File: src/rtl/pipeline_hazard_controller.sv
// pipeline_hazard_controller
//   Central stall/flush/nop sequencer for the 5-stage pipeline (PC, IF/ID,
//   ID/EX, EX/MEM, MEM/WB). Resolves load-use hazards, branch mispredicts,
//   instruction-fetch misses and multi-cycle data-memory waits, and runs a
//   debug halt -> drain -> halted -> resume sequence.
//
// Ports
//   clk, rst_n              clock (rising edge), async active-low reset
//   id_rs_i, id_rt_i        source registers of the instruction in ID
//   id_uses_rt_i            ID instruction reads rt
//   ex_dst_i                destination register of the instruction in EX
//   ex_mem_to_reg_i         EX instruction is a load
//   ex_reg_write_i          EX instruction writes a register
//   mispredict_i            branch resolved in EX disagrees with prediction
//   imem_ready_i            instruction memory returned a word this cycle
//   mem_access_i            MEM-stage instruction performs a memory op
//   dmem_ready_i            data memory completes its access this cycle
//   halt_req_i              level debug halt request
//   pc_stall_o/pc_redirect_o           hold PC / load corrected target
//   <reg>_stall_o/_flush_o/_nop_o      per pipeline register controls
//   halted_o                pipeline drained and frozen
//   mem_timeout_o           sticky data-memory wait timeout error
//
// All outputs are combinational from registered state and current inputs.
module pipeline_hazard_controller #(
    parameter int REG_BITS     = 5,
    parameter int DRAIN_CYCLES = 4,
    parameter int MEM_TIMEOUT  = 255
) (
    input  logic                clk,
    input  logic                rst_n,
    input  logic [REG_BITS-1:0] id_rs_i,
    input  logic [REG_BITS-1:0] id_rt_i,
    input  logic                id_uses_rt_i,
    input  logic [REG_BITS-1:0] ex_dst_i,
    input  logic                ex_mem_to_reg_i,
    input  logic                ex_reg_write_i,
    input  logic                mispredict_i,
    input  logic                imem_ready_i,
    input  logic                mem_access_i,
    input  logic                dmem_ready_i,
    input  logic                halt_req_i,
    output logic                pc_stall_o,
    output logic                pc_redirect_o,
    output logic                if_id_stall_o,
    output logic                if_id_flush_o,
    output logic                if_id_nop_o,
    output logic                id_ex_stall_o,
    output logic                id_ex_flush_o,
    output logic                id_ex_nop_o,
    output logic                ex_mem_stall_o,
    output logic                ex_mem_flush_o,
    output logic                ex_mem_nop_o,
    output logic                mem_wb_stall_o,
    output logic                mem_wb_flush_o,
    output logic                mem_wb_nop_o,
    output logic                halted_o,
    output logic                mem_timeout_o
);

    localparam int WAIT_W  = 8;
    localparam int DRAIN_W = (DRAIN_CYCLES < 2) ? 1 : $clog2(DRAIN_CYCLES);

    localparam logic [WAIT_W-1:0]  WAIT_MAX   = WAIT_W'(MEM_TIMEOUT);
    localparam logic [DRAIN_W-1:0] DRAIN_LAST = DRAIN_W'(DRAIN_CYCLES - 1);

    typedef enum logic [1:0] {RUN, MEM_WAIT, DRAIN, HALTED} state_e;

    state_e              state_q, state_d;
    logic [DRAIN_W-1:0]  drain_cnt_q, drain_cnt_d;
    logic [WAIT_W-1:0]   wait_cnt_q, wait_cnt_d;
    logic                mem_timeout_q, mem_timeout_d;

    logic memwait;
    logic load_use;
    logic frozen;

    assign memwait  = mem_access_i & ~dmem_ready_i;
    assign load_use = ex_mem_to_reg_i & ex_reg_write_i & (ex_dst_i != '0) &
                      ((ex_dst_i == id_rs_i) | (id_uses_rt_i & (ex_dst_i == id_rt_i)));
    // HALTED with the request still up is the only fully frozen cycle; once
    // halt_req drops the RUN rules take over in that same cycle.
    assign frozen   = (state_q == HALTED) & halt_req_i;

    // ---------------------------------------------------------------- state
    always_ff @(posedge clk or negedge rst_n) begin
        if (!rst_n) begin
            state_q       <= RUN;
            drain_cnt_q   <= '0;
            wait_cnt_q    <= '0;
            mem_timeout_q <= 1'b0;
        end else begin
            state_q       <= state_d;
            drain_cnt_q   <= drain_cnt_d;
            wait_cnt_q    <= wait_cnt_d;
            mem_timeout_q <= mem_timeout_d;
        end
    end

    // ----------------------------------------------------------- next state
    always_comb begin
        state_d     = state_q;
        drain_cnt_d = drain_cnt_q;
        case (state_q)
            RUN, MEM_WAIT: begin
                if (memwait) begin
                    state_d = MEM_WAIT;
                end else if (halt_req_i) begin
                    state_d     = DRAIN;
                    drain_cnt_d = '0;
                end else begin
                    state_d = RUN;
                end
            end
            DRAIN: begin
                // A data-memory wait freezes the drain without counting.
                if (!memwait) begin
                    if (drain_cnt_q == DRAIN_LAST) state_d = HALTED;
                    else                           drain_cnt_d = drain_cnt_q + 1'b1;
                end
            end
            HALTED: begin
                if (!halt_req_i) state_d = memwait ? MEM_WAIT : RUN;
            end
            default: state_d = RUN;
        endcase

        // Consecutive wait cycles, saturating; any non-wait cycle clears it.
        wait_cnt_d = '0;
        if (memwait && !frozen)
            wait_cnt_d = (wait_cnt_q == WAIT_MAX) ? wait_cnt_q : wait_cnt_q + 1'b1;
        mem_timeout_d = mem_timeout_q | (wait_cnt_d == WAIT_MAX);
    end

    // --------------------------------------------------------------- outputs
    always_comb begin
        pc_stall_o     = 1'b0;
        pc_redirect_o  = 1'b0;
        if_id_stall_o  = 1'b0;
        if_id_flush_o  = 1'b0;
        if_id_nop_o    = 1'b0;
        id_ex_stall_o  = 1'b0;
        id_ex_flush_o  = 1'b0;
        id_ex_nop_o    = 1'b0;
        ex_mem_stall_o = 1'b0;
        ex_mem_flush_o = 1'b0;
        ex_mem_nop_o   = 1'b0;
        mem_wb_stall_o = 1'b0;
        mem_wb_flush_o = 1'b0;
        mem_wb_nop_o   = 1'b0;
        halted_o       = 1'b0;
        mem_timeout_o  = mem_timeout_q;

        if (!rst_n) begin
            pc_stall_o     = 1'b1;
            if_id_flush_o  = 1'b1;
            id_ex_flush_o  = 1'b1;
            ex_mem_flush_o = 1'b1;
            mem_wb_flush_o = 1'b1;
        end else if (frozen) begin
            pc_stall_o     = 1'b1;
            if_id_stall_o  = 1'b1;
            if_id_nop_o    = 1'b1;
            id_ex_stall_o  = 1'b1;
            id_ex_nop_o    = 1'b1;
            ex_mem_stall_o = 1'b1;
            ex_mem_nop_o   = 1'b1;
            mem_wb_stall_o = 1'b1;
            mem_wb_nop_o   = 1'b1;
            halted_o       = 1'b1;
        end else if (memwait) begin
            // Hold everything upstream of MEM; bubble into WB. A mispredict
            // sitting in EX is simply held and re-evaluated on release.
            pc_stall_o     = 1'b1;
            if_id_stall_o  = 1'b1;
            id_ex_stall_o  = 1'b1;
            ex_mem_stall_o = 1'b1;
            mem_wb_flush_o = 1'b1;
        end else if (state_q == DRAIN) begin
            // Stop fetching and let older instructions retire.
            pc_stall_o    = ~mispredict_i;
            pc_redirect_o = mispredict_i;
            if_id_flush_o = 1'b1;
            id_ex_flush_o = mispredict_i;
        end else if (mispredict_i) begin
            // Wins over load-use: the dependent ID instruction is squashed.
            pc_redirect_o = 1'b1;
            if_id_flush_o = 1'b1;
            id_ex_flush_o = 1'b1;
        end else if (load_use) begin
            pc_stall_o    = 1'b1;
            if_id_stall_o = 1'b1;
            id_ex_flush_o = 1'b1;
        end else if (!imem_ready_i) begin
            pc_stall_o    = 1'b1;
            if_id_flush_o = 1'b1;
        end
    end

endmodule

File: config.mk
export PLATFORM = sky130hd
export DESIGN_NAME = pipeline_hazard_controller
export DESIGN_NICKNAME = d
export VERILOG_FILES = /design/src/rtl/pipeline_hazard_controller.sv
export SDC_FILE = /design/constraint.sdc
export NUM_CORES = 1
export LEC_CHECK = 0
export ABC_AREA = 1
export BUFFER_PORTS_ARGS = -buffer_cell sky130_fd_sc_hd__buf_2
export CAP_MARGIN = 15
export CORE_MARGIN = 1
export CORE_UTILIZATION = 53
export DETAILED_ROUTE_END_ITERATION = 12
export GPL_TIMING_DRIVEN = 0
export PLACE_DENSITY = 0.84
export SETUP_SLACK_MARGIN = 0.5
export SLEW_MARGIN = 20
export SYNTH_ARGS = -nofsm -noshare
export SYNTH_HDL_FRONTEND = slang
export SYNTH_SLANG_ARGS = --single-unit
File: constraint.sdc
create_clock -name clk -period 2.37 [get_ports clk]
set_input_delay 0.3555 -clock clk [delete_from_list [all_inputs] [get_ports clk]]
set_output_delay 0.3555 -clock clk [all_outputs]
set_load 0.01 [all_outputs]
---- Yosys cells after proc, flatten, opt, wreduce, memory -nomap -nowiden ----
Index checks and enable logic that the tools add are counted.
storage, ports and cells
  bits of input ports ..................... 25
  flip-flop bits (word level) ............. 13
operators by class
  bitwise gates (word level) .............. 10
  add/sub/neg operators ................... 2
  reduce and logical (&&, ||, !) cells .... 8
  eq/ne operators ......................... 14
  mux-type cells .......................... 51
operator list
  operator                                                          number
  1-bit two-way mux                                                 38
  2-bit two-way mux                                                 9
  8-bit == test (second input constant)                             2
  8-bit two-way mux                                                 2
  2-bit != test (second input constant)                             6
  5-bit == test                                                     2
  8-bit by 1-bit adder with 8-bit output (second input constant)    1
  1-bit bitwise AND                                                 6
  2-bit == test (second input constant)                             3
  2-bit case mux with 3 select lines                                1
  5-bit AND reduction                                               1
  5-bit nonzero test                                                1
  2-bit case mux with 2 select lines                                1
  3-bit AND reduction                                               1
  2-bit by 1-bit adder with 2-bit output (second input constant)    1
  2-bit by 1-bit == test with 1-bit output (second input constant)  1
  2-bit zero test                                                   1
  1-bit NOT                                                         2
  1-bit OR                                                          2
  2-bit nonzero test                                                1
  2-bit OR reduction                                                1
  1-bit logical AND                                                 1
  1-bit zero test                                                   1

---- Longest topological paths before layout ----
  word-level depth ........................ 10
  mapped depth ............................ 11

---- Least setup slack after synthesis ----
Ideal clock, no wire load.
  kind .................................... input to output
  start point ............................. in mem_access_i
  end point ............................... out if_id_flush_o
  path slack .............................. 0.769 ns
  data arrival time ....................... 1.246 ns
  stages .................................. 9
  required time ........................... 2.014 ns
  buffers on the path ..................... 0
  path through ............................ inv_1 -> nor2_2 -> inv_1 -> nand2_1 -> inv_2 -> nor2_1 -> inv_1 -> nand2_1 -> nor2_1
on the way
  cells in the longest elaborated chain, start to end .. 4
ends and longest elaborated chain
  element             RTL line  text
  start: declaration  40        input logic mem_access_i,
  1-bit bitwise AND   78        assign memwait = mem_access_i & ~dmem_ready_i;
  1-bit two-way mux   171       end else if (memwait) begin
  1-bit two-way mux   160       end else if (frozen) begin
  1-bit two-way mux   154       if (!rst_n) begin
  end: declaration    46        output logic if_id_flush_o,
Every way passes these cells.

---- Worst setup path in the final report ----
  start point ............................. reg state_q[0]
  end point ............................... out pc_stall_o
on the way
  cells in the longest elaborated chain, start to end .. 5
ends and longest elaborated chain
  element                   RTL line  text
  start: declaration        69        state_e state_q, state_d;
  start signal: assignment  93        state_q <= state_d;
  2-bit == test             179       end else if (state_q == DRAIN) begin
  1-bit two-way mux         179
  1-bit two-way mux         171
  1-bit two-way mux *       160
  1-bit two-way mux *       154
  end: declaration          43        output logic pc_stall_o,
Mark *: on every way between the ends. The rest lies on a longest branch, timed or not.

==> flow_metrics.tcl <==
set metrics [dict create \
    cp.arrival_ns 1.43 \
    vias_per_cell 4.86 \
    antenna_left 0 \
    numCtsBuffers 3 \
    fin_worst_skew_ns 0.00330 \
    synth_seq_area_share_pct 28.3 \
    crit_slowest_cell "dfrtp_2" \
    period_share_pct 75.1 \
    fin_area_mm2 0.00146 \
    initialDrtViolationCount 10 \
    cp_slowest_stage_delay_ns 0.44 \
    rsz0062_at_grt "no" \
    synth_common_cells "nand2_1 (54), inv_1 (27), nor2_1 (22)" \
    area_growth_pct 27.2 \
    synth_compound_area_share_pct 8.80 \
    rows 16 \
    core-area_mm2 0.00200 \
    max_cap_viol_count 0 \
    dieWidth_um 48.6 \
    grt_usage_pct 24.4 \
    finalHoldViolCount 0 \
    hold_path.class "in -> reg" \
    p_per_area_mw_per_mm2 566 \
    syn-cell-area_mm2 0.00115 \
    dieArea_mm2 0.00236 \
    rrSetupSlack_ns 0.76 \
    yosys.area.top_type_share_pct 28.3 \
    avgSynthCellArea_um2 6.36 \
    placed_area_mm2 0.00139 \
    dp_slack_ns 0.522 \
    async_reset_ff_share_pct 100 \
    clkLatencyLatePin_ns 0.28 \
    yosys.area.top_type "dfrtp_1" \
    synth.net_count 208 \
    fin_crit_ns 1.78 \
    maxSlewViolCount 0 \
    finalPower_mw 0.829 \
    critPathBufInv 2 \
    die_y_um 48.6 \
    path_max_fanout 4 \
    setup_violations 0 \
    grt_max_degree 14 \
    antenna_found_initial 0 \
    max_freq_ghz 0.562 \
    clk_path_buf_depth 2 \
    remaining_drc_errors 0 \
    wire_per_inst_um 10.9 \
    synth_edf_count 0 \
    synth_xor_xnor_area_share_pct 3.04 \
    tightest_slew_ns 0.582 \
    clock-root-buffer "clkbuf_4" \
    syn-instance-count 181 \
    maxSlewHeadroom_pct 61.1 \
    synthMuxAreaShare_pct 0 \
    antenna_cells 0 \
    route.vias.total 1239 \
    ys_ff_latch 13 \
    portBuffers 40 \
    netlist_top_cells_area "dfrtp_1 (28%), nand2_1 (18%), inv_1 (8.8%)" \
    grt_pass1_wl_um 4460 \
    io_pins 41 \
    clkTransAtPathRegs_ns 0.08 \
    gp_congestion 0.876 \
    fin_ws_ns 0.589 \
    synth_adder_area_share_pct 2.17 \
    h-tree-depth 1 \
    synth_ff_type "dfrtp_1" \
    cts_tree "yes" \
    grt_pass1_vias 1122 \
    vdd_drop_max_mv 0.598 \
    wirelength_um 2790 \
    worstSetupStartpointType "flop" \
    endpoint_kind "output port" \
    drive_gt1_share_pct 35.1 \
    dp_hpwl_um 2060 \
    hold_slack_ns 0.429 \
    place_inst 248 \
    dr.pass1.iters 4 \
    crit_family "flip-flops" \
    overflow 0 \
    synth_top_family_by_area "simple AND/OR/NAND/NOR gates" \
    synth_cell_types 25 \
    cp.required_ns 2.01 \
    start_util_pct 57.5 \
    yosys_warnings 0 \
    synthSimpleGateAreaFrac_pct 42.5 \
    status "completed" \
    fin_cells 255 \
    path_cells "nand3_4 -> nand2_2 -> inv_2 -> nand2_1 -> nor2_1 -> a21oi_1 -> buf_2" \
    postLayoutCoreUtil_pct 73.1 \
    clock-sinks 13 \
    critPathKind "reg -> out" \
    synth_most_common_cell "nand2_1" \
    nNetsFinal 256 \
    p_leak_nw 0.829 \
    tns_ns 0 \
]
==> cell families after synthesis <==
family	count (synthesis)
and+or+nand+nor	108
buffers and inverters	40
AOI/OAI and AO/OA	14
DFF	13
xor gates and xnor gates	4
adders and majority gates	2
==> final timing paths <==
path	depth (start not counted)	end	startpoint
setup / recovery	7	pc_stall_o	state_q[0]$_DFFE_PN0P_
hold / removal	4	wait_cnt_q[1]$_DFF_PN0_	dmem_ready_i
setup reg to reg	11	mem_timeout_o$_DFF_PN0_	wait_cnt_q[0]$_DFF_PN0_
hold reg to reg	2	mem_timeout_o$_DFF_PN0_	mem_timeout_o$_DFF_PN0_
max in group asynchronous	2	state_q[0]$_DFFE_PN0P_	rst_n
min in group asynchronous	2	wait_cnt_q[4]$_DFF_PN0_	rst_n
==> sequential cells by signal (all words and copies together), names as in the netlist <==
signal and count:
wait_cnt_q 8, drain_cnt_q 2, state_q 2, mem_timeout_o 1
==> layout by cell type (no fill, tap or decap), drive strengths merged, types with 3 or more instances in the layout <==
master and count:
inv 34, a21oi 8, o21ai 4, nor3 3, nand3 16, nand2 57
nor2 30, dfrtp 13, buf 48, clkbuf 3
==> power breakdown <==
group          internal, mW  switching (mW)  leakage, nW
registers             0.258          0.0379        0.168
clock network        0.0626          0.0743       0.0177
logic                 0.181           0.216        0.644
==> final cells by class <==
class                           instances  area, um2
Clock buffer                            3       22.5
Timing Repair Buffer                   43        225
Fill cell                             162        538
Tap cell                               27       33.8
Clock inverter                          1       5.00
Multi-Input combinational cell        128        676
Sequential cell                        13        327
Buffer                                  6       45.0
Inverter                               34        130
==> layer usage <==
layer,share of wire (%),up-vias,track usage (%)
met5,0,-,0
met4,0.75,0,5.88
met3,5.5,4,5.66
met2,52,41,47.5
met1,42,549,26.1
li1,-,645,-
==> worst register-to-register path, stage by stage, from the launching register on <==
cell,delay [ns]
dfrtp_1,0.46
ha_1,0.29
inv_4,0.05
nor2_4,0.15
nand2_4,0.11
nand2_1,0.08
nand2_1,0.07
nor2_2,0.10
nand2_1,0.06
nor2_1,0.08
nand2_1,0.06
nand2_1,0.05
==> timing repair <==
action	4_1_cts	5_1_grt
hold endpoints to repair	13	0
gates cloned	0	0
pin swaps	0	2
setup endpoints to repair	6	10
setup buffers	0	2
hold buffers	1	0
resized for setup	1	6
No activity file was read; power rests on OpenSTA's default activity.
